--- src/rtl/alu_seq.sv ---
// Registered ALU with valid/ready handshakes and a multi-cycle signed shift-add multiplier.
// Optional feature: define ALU_SAT_EN to saturate add/sub results on signed overflow.
module alu_seq #(
  parameter int WIDTH = 8,
  parameter int OPW   = 4
) (
  input  logic             clk,
  input  logic             rst,
  input  logic             in_valid,
  output logic             in_ready,
  input  logic [WIDTH-1:0] a,
  input  logic [WIDTH-1:0] b,
  input  logic [OPW-1:0]   opcode,
  output logic             out_valid,
  input  logic             out_ready,
  output logic [WIDTH-1:0] result,
  output logic             carry_out,
  output logic             overflow,
  output logic             zero,
  output logic             equal
);

  localparam int PW  = 2 * WIDTH;
  localparam int MSB = WIDTH - 1;
  localparam int CW  = (WIDTH > 2) ? $clog2(WIDTH) : 1;

  localparam logic [OPW-1:0] OP_ADD  = OPW'(0);
  localparam logic [OPW-1:0] OP_SUB  = OPW'(1);
  localparam logic [OPW-1:0] OP_NOT  = OPW'(2);
  localparam logic [OPW-1:0] OP_AND  = OPW'(3);
  localparam logic [OPW-1:0] OP_OR   = OPW'(4);
  localparam logic [OPW-1:0] OP_XOR  = OPW'(5);
  localparam logic [OPW-1:0] OP_SLT  = OPW'(6);
  localparam logic [OPW-1:0] OP_EQ   = OPW'(7);
  localparam logic [OPW-1:0] OP_SLTU = OPW'(8);
  localparam logic [OPW-1:0] OP_MUL  = OPW'(9);

  typedef enum logic [1:0] {
    S_IDLE,
    S_BUSY,
    S_DONE
  } state_t;

  state_t r_state;
  state_t w_state_next;

  logic [WIDTH-1:0] r_result;
  logic             r_carry;
  logic             r_ovf;
  logic             r_zero;
  logic             r_equal;

  logic [PW-1:0]    r_mcand;
  logic [WIDTH-1:0] r_mplier;
  logic [PW-1:0]    r_acc;
  logic [CW-1:0]    r_step;
  logic             r_mul_eq;

  logic             w_accept;
  logic             w_is_mul;
  logic [WIDTH:0]   w_sum;
  logic [WIDTH:0]   w_diff;
  logic [WIDTH-1:0] w_alu_result;
  logic             w_alu_carry;
  logic             w_alu_ovf;
  logic             w_step_last;
  logic [PW-1:0]    w_pp;
  logic [PW-1:0]    w_acc_next;
  logic             w_mul_ovf;

  assign w_is_mul = (opcode == OP_MUL);
  assign w_accept = in_valid & in_ready;

  // Control: state register plus combinational next-state and handshake outputs.
  always_ff @(posedge clk) begin
    if (rst) begin
      r_state <= S_IDLE;
    end else begin
      r_state <= w_state_next;
    end
  end

  always_comb begin
    w_state_next = r_state;
    in_ready     = 1'b0;
    out_valid    = 1'b0;
    case (r_state)
      S_IDLE: begin
        in_ready = ~rst;
        if (in_valid & ~rst) begin
          w_state_next = w_is_mul ? S_BUSY : S_DONE;
        end
      end
      S_BUSY: begin
        if (w_step_last) begin
          w_state_next = S_DONE;
        end
      end
      S_DONE: begin
        out_valid = 1'b1;
        in_ready  = out_ready & ~rst;
        if (out_ready) begin
          if (in_valid) begin
            w_state_next = w_is_mul ? S_BUSY : S_DONE;
          end else begin
            w_state_next = S_IDLE;
          end
        end
      end
      default: begin
        w_state_next = S_IDLE;
      end
    endcase
  end

  // Single-cycle operations, evaluated on the live inputs and captured at accept.
  assign w_sum  = {1'b0, a} + {1'b0, b};
  assign w_diff = {1'b0, a} - {1'b0, b};

  always_comb begin
    w_alu_result = '0;
    w_alu_carry  = 1'b0;
    w_alu_ovf    = 1'b0;
    case (opcode)
      OP_ADD: begin
        w_alu_result = w_sum[WIDTH-1:0];
        w_alu_carry  = w_sum[WIDTH];
        w_alu_ovf    = (a[MSB] == b[MSB]) & (w_sum[MSB] != a[MSB]);
      end
      OP_SUB: begin
        w_alu_result = w_diff[WIDTH-1:0];
        w_alu_carry  = w_diff[WIDTH];
        w_alu_ovf    = (a[MSB] != b[MSB]) & (w_diff[MSB] != a[MSB]);
      end
      OP_NOT:  w_alu_result = ~a;
      OP_AND:  w_alu_result = a & b;
      OP_OR:   w_alu_result = a | b;
      OP_XOR:  w_alu_result = a ^ b;
      OP_SLT:  w_alu_result = WIDTH'($signed(a) < $signed(b));
      OP_EQ:   w_alu_result = WIDTH'(a == b);
      OP_SLTU: w_alu_result = WIDTH'(a < b);
      default: w_alu_result = '0;
    endcase
`ifdef ALU_SAT_EN
    // Clamp toward the sign of a; the overflow flag still reports the event.
    if (((opcode == OP_ADD) || (opcode == OP_SUB)) && w_alu_ovf) begin
      w_alu_result = a[MSB] ? {1'b1, {(WIDTH-1){1'b0}}} : {1'b0, {(WIDTH-1){1'b1}}};
    end
`endif
  end

  // Multiplier step: the last multiplier bit carries negative weight, so WIDTH
  // steps yield the exact 2*WIDTH-bit signed product.
  assign w_step_last = (r_state == S_BUSY) && (r_step == CW'(WIDTH - 1));
  assign w_pp        = r_mplier[0] ? r_mcand : '0;
  assign w_acc_next  = w_step_last ? (r_acc - w_pp) : (r_acc + w_pp);
  assign w_mul_ovf   = (w_acc_next[PW-1:MSB] != {(WIDTH+1){w_acc_next[MSB]}});

  always_ff @(posedge clk) begin
    if (rst) begin
      r_result <= '0;
      r_carry  <= 1'b0;
      r_ovf    <= 1'b0;
      r_zero   <= 1'b0;
      r_equal  <= 1'b0;
      r_mcand  <= '0;
      r_mplier <= '0;
      r_acc    <= '0;
      r_step   <= '0;
      r_mul_eq <= 1'b0;
    end else if (w_accept) begin
      if (w_is_mul) begin
        r_mcand  <= {{WIDTH{a[MSB]}}, a};
        r_mplier <= b;
        r_acc    <= '0;
        r_step   <= '0;
        r_mul_eq <= (a == b);
      end else begin
        r_result <= w_alu_result;
        r_carry  <= w_alu_carry;
        r_ovf    <= w_alu_ovf;
        r_zero   <= (w_alu_result == '0);
        r_equal  <= (a == b);
      end
    end else if (r_state == S_BUSY) begin
      r_acc    <= w_acc_next;
      r_mcand  <= r_mcand << 1;
      r_mplier <= r_mplier >> 1;
      r_step   <= r_step + CW'(1);
      if (w_step_last) begin
        r_result <= w_acc_next[WIDTH-1:0];
        r_carry  <= 1'b0;
        r_ovf    <= w_mul_ovf;
        r_zero   <= (w_acc_next[WIDTH-1:0] == '0);
        r_equal  <= r_mul_eq;
      end
    end
  end

  assign result    = r_result;
  assign carry_out = r_carry;
  assign overflow  = r_ovf;
  assign zero      = r_zero;
  assign equal     = r_equal;

endmodule

--- config.mk ---
export PLATFORM = sky130hd
export DESIGN_NAME = alu_seq
export DESIGN_NICKNAME = d
export VERILOG_FILES = /design/src/rtl/alu_seq.sv
export SDC_FILE = /design/constraint.sdc
export NUM_CORES = 1
export LEC_CHECK = 0
export CAP_MARGIN = 20
export CORE_ASPECT_RATIO = 1.1
export CORE_MARGIN = 2
export CORE_UTILIZATION = 65
export DETAILED_ROUTE_END_ITERATION = 8
export DONT_BUFFER_PORTS = 1
export GPL_TIMING_DRIVEN = 0
export MAX_ROUTING_LAYER = met4
export PLACE_DENSITY = 0.81
export SLEW_MARGIN = 10
export SYNTH_ARGS = -nofsm -noshare
export SYNTH_HDL_FRONTEND = slang
export SYNTH_SLANG_ARGS = --single-unit
--- constraint.sdc ---
create_clock -name clk -period 9.58 [get_ports clk]
set_clock_uncertainty 0.2 [all_clocks]
set_input_delay 1.916 -clock clk [delete_from_list [all_inputs] [get_ports clk]]
set_output_delay 1.916 -clock clk [all_outputs]
set_load 0.05 [all_outputs]
* Word level (Yosys, flattened, before mapping)
Index checks and enable logic that the tools add are counted.
Widths: inputs -> output; s select.
** Storage, ports and cells
- Logic and storage cells :: 107
- Register bits :: 58
- Input bits :: 24
- Output and inout port bits :: 14
** Operators by class
- Reductions and logical operators :: 11
- Magnitude comparators :: 2
- Equality and inequality tests :: 23
- Muxes and demuxes :: 45
- Add/sub/neg operators :: 5
- Bitwise logic cells :: 10
** Operator list (count)
- $mux 16 :: 8
- $pmux 8 s9 :: 1
- $mux 8 :: 7
- $mux 1 :: 17
- $add 16x16->16 :: 1
- $eq 4x3->1 const B :: 4
- $logic_not 8->1 :: 2
- $lt 8x8->1 :: 2
- $sub 16x16->16 :: 1
- $mux 2 :: 5
- $add 8x8->9 :: 1
- $mux 3 :: 3
- $sub 8x8->9 :: 1
- $and 8x8->8 :: 1
- $eq 4x2->1 const B :: 2
- $eq 4x4->1 const B :: 2
- $eq 8x8->1 :: 1
- $ne 2x2->1 const B :: 4
- $ne 8x8->1 :: 1
- $not 8->8 :: 1
- $or 8x8->8 :: 1
- $xor 8x8->8 :: 1
- $pmux 1 s2 :: 3
- $pmux 2 s3 :: 1
- 16 further kinds :: 25

* Depth between registers and ports, before layout
- Depth in word-level cells :: 7
- Depth in mapped cells :: 20
- Mapped depth without buffers :: 17

* Worst setup path after synthesis
No wires, ideal clock.
- Path type :: input to output
- Start :: input port rst
- End :: output port in_ready
- Arrival :: 3.005 ns
- Path slack :: 4.459 ns
- Required time :: 7.464 ns
- Buffers on the path :: 1
- Stages on the path :: 3
- Cells stage by stage :: clkbuf_1 or2_1 nor2_1
** Between the ends
- Word-level cells in the longest chain between the ends :: 3
** RTL lines
- from (decl) :: line 8 : input logic rst,
- $not 1->1 * :: line 89, 101
- $and 1x1->1 :: line 101 : in_ready = out_ready & ~rst;
- $pmux 1 s2 * :: line 87 : case (r_state)
- to (decl) :: line 10 : output logic in_ready,
Mark *: on every way between the ends. The rest lies on a longest branch, timed or not.

* Worst setup path after layout
Same ends and word-level chain as after synthesis.

==> flow_summary.json <==
{
  "synthDistinctLibCells": 74,
  "cp_slowest_cell": "nor2_1",
  "cts_tree": "built",
  "htree_levels": 3,
  "grt_overflow": 0,
  "ctsResizeCount": 0,
  "vias_per_cell": 6.725,
  "relSlewSlack": 0.3216,
  "power.total_mw": 0.6366,
  "hold_viol_final": 0,
  "ys_seq_area_frac": 0.2362,
  "worstPathArrival_ps": 3150,
  "cp-start-kind": "primary input",
  "synth_top_cell_by_area": "dfxtp_1",
  "seq_area_sq_um": 1161,
  "core_sq_um": 7391,
  "post-cts-setup-buffers": 0,
  "grt_pass1_vias": 4919,
  "ant_nets": 0,
  "hold_buffers": 0,
  "crit_required_ps": 7460,
  "powerDensity_nw_per_um2": 121.2,
  "r2r_start": "r_mplier[0]$_SDFFE_PP0P_",
  "gp_congestion": 0.9890,
  "avgSynthCellArea_sq_um": 7.135,
  "drt_iter0_markers": 554,
  "worstSetupPathType": "primary input to output pin",
  "fill_cells": 609,
  "drv_slew": 0,
  "setup_viol": 0,
  "synth_cells": 689,
  "ys.flop_type": "dfxtp_1",
  "syn_area_sq_um": 4916,
  "initial_core_util": 0.6651,
  "dieWidth_um": 86.92,
  "synthArstFlopShare": 0,
  "finalCritPeriodShare": 0.5502,
  "grt_usage": 0.3840,
  "crit_buf_inv": 1,
  "hp-class": "flop to flop",
  "cts_max_path_buffers": 2,
  "ys.warnings.count": 0,
  "route.final.wire_length_um": 15290,
  "grt_first_pass_wirelength_um": 24040,
  "hpwl_um": 11860,
  "drive_gt1_frac": 0.04397,
  "fin_nets": 769,
  "hold_start": "r_acc[4]$_SDFFE_PP0P_",
  "ir_drop_v": 0.00009233,
  "multiInputGateArea_sq_um": 3467,
  "die_y_um": 95.21,
  "cts_sinks": 58,
  "status": "finished, final reports clean",
  "worstSetupEndpointType": "output pin",
  "pin_count": 38,
  "cpPeakStageDelay_ps": 790,
  "synth_edf_count": 0,
  "insertion_delay_ps": 340,
  "drcViolationCount": 0,
  "cap_violations": 0,
  "io_buffers": 0,
  "num_rows": 33,
  "power_leakage_nw": 2.007,
  "cts.reportedPaths.clkPinSlew_ps": 70,
  "max_freq_mhz": 189.7,
  "cpLargestDelayFamily": "simple AND/OR/NAND/NOR gates",
  "fin_crit_ps": 5271,
  "ys_seq_elements": 58,
  "yosys-top-cells-area": "dfxtp_1 24%, ha_1 11%, nand2_1 6.8%, nor2_1 6.7%, a21oi_1 6.6%",
  "worst_pin_slew_ps": 1014,
  "crit_start": "rst",
  "grt_start_max_net_pins": 12,
  "rsz0062_at_grt": "no",
  "cp_max_fo": 6,
  "antenna_found_initial": 0,
  "dieArea_sq_um": 8276,
  "post_drt_wl_per_cell_um": 19.30,
  "dr_total_vias": 5326,
  "tns_ps": 0,
  "antenna-diode-count": 0,
  "yosysTopAreaCellShare": 0.2362,
  "synthToLayoutAreaGrowth_pct": 6.821,
  "worstPathCellList": "clkbuf_1 > or2_1 > nor2_1",
  "first_pass_iters": 7,
  "root_buffer": "clkbuf_8",
  "syn_nets": 758,
  "cts_buffers": 9
}
[final timing paths]
check | slack (ps) | endpoint | cells past startpoint
min reg2reg | 280 | r_acc[4]$_SDFFE_PP0P_ | 2
min | 280 | r_acc[4]$_SDFFE_PP0P_ | 2
max reg2reg | 4510 | overflow$_SDFFE_PP0P_ | 18
max | 4310 | in_ready | 3
[per-stage QoR]
| stage | hold slack, ps | instance area [sq um] | cells | worst slack [ps] | utilization |
|---|---|---|---|---|---|
| after floorplan | 248.1 | 4916 | 689 | 4459 | - |
| after global placement | 258.6 | 5025 | 776 | 4318 | 0.6799 |
| after detailed placement | 262.5 | 5025 | 776 | 4321 | 0.6799 |
| after CTS | 273.2 | 5251 | 792 | 4315 | 0.7105 |
| after global routing | 296.6 | 5251 | 792 | 4102 | 0.7105 |
| final | 276.3 | 5251 | 792 | 4309 | 0.7105 |
[Yosys cell counts, types with 5 or more instances]
library cell / instances
a211oi_1: 7
a21o_1: 8
a21oi_1: 65
a22oi_1: 5
a311oi_1: 14
a31oi_1: 16
and3_1: 5
clkbuf_1: 35
dfxtp_1: 58
ha_1: 42
inv_1: 33
nand2_1: 89
nand2b_1: 5
nand3_1: 38
nor2_1: 88
nor2b_1: 8
nor3_1: 14
nor4_1: 8
o21a_1: 6
o21ai_0: 18
o21ai_1: 6
or3_1: 5
xnor2_1: 11
xor2_1: 11
[worst register-to-register path, cell delays in order, from the launching register on]
cell and delay, ps:
dfxtp_1 310, clkbuf_1 310, clkbuf_1 390, buf_1 370, nand2_1 130, ha_1 240, nor2_1 210, nor2_1 90
a31oi_1 140, o21ai_0 170, ha_1 400, a21o_1 220, and3_1 190, a2111oi_1 560, nor2_1 140, xnor2_1 190
or3b_1 380, nor4_1 170, a211oi_1 120
[power by group]
group	switching [mW]	total [mW]	internal [mW]
Sequential	0.0134	0.259	0.246
Clock	0.107	0.261	0.154
Combinational	0.0755	0.117	0.0412
Total	0.196	0.637	0.441
[kinds of logic (layout without fill, tap and decap cells)]
kind of cell / Yosys count / after routing / synth area share
and+or+nand+nor: 290 / 290 / 0.2784
AOI/OAI and AO/OA: 197 / 197 / 0.2662
buffers and inverters: 76 / 92 / 0.05854
DFF: 58 / 58 / 0.2362
adders and majority gates: 45 / 45 / 0.1191
xor gates and xnor gates: 22 / 22 / 0.03919
muxes: 1 / 1 / 0.002290
[sequential cells by signal (all words and copies together) (netlist names)]
name and flops:
r_state 2, r_mplier 8, result 8, r_mcand 16, overflow 1, carry_out 1, r_acc 16, equal 1
zero 1, r_step 3, r_mul_eq 1
[layout make-up]
class                           instances  area share
Sequential cell                        58      0.2211
Clock buffer                           10     0.02621
Multi-Input combinational cell        555      0.6602
Clock inverter                          6     0.01692
Buffer                                 41     0.02978
Inverter                               35     0.02502
Tap cell                               87     0.02073
[layer usage]
metal / vias to the layer above / global-route usage / wire, um
met4: 0 / 0.2031 / 785
li1: 2518 / - / -
met1: 2461 / 0.4349 / 5894
met3: 63 / 0.07792 / 1283
met2: 284 / 0.6361 / 7323
met5: - / - / 0
[cells in the final DEF, fill, tap and decap left out, types with 7 or more instances in the layout]
cell	n
inv_1	33
a311oi_1	14
clkbuf_1	35
nand2_1	89
a21o_1	8
xor2_1	11
a211oi_1	7
o21ai_0	18
ha_1	42
nand3_1	38
a31oi_1	16
xnor2_1	11
dfxtp_1	58
nor2_1	88
nor3_1	14
clkbuf_8	10
nor2b_1	8
nor4_1	8
a21oi_1	65
Note: power is estimated with default switching activity, not from simulation.
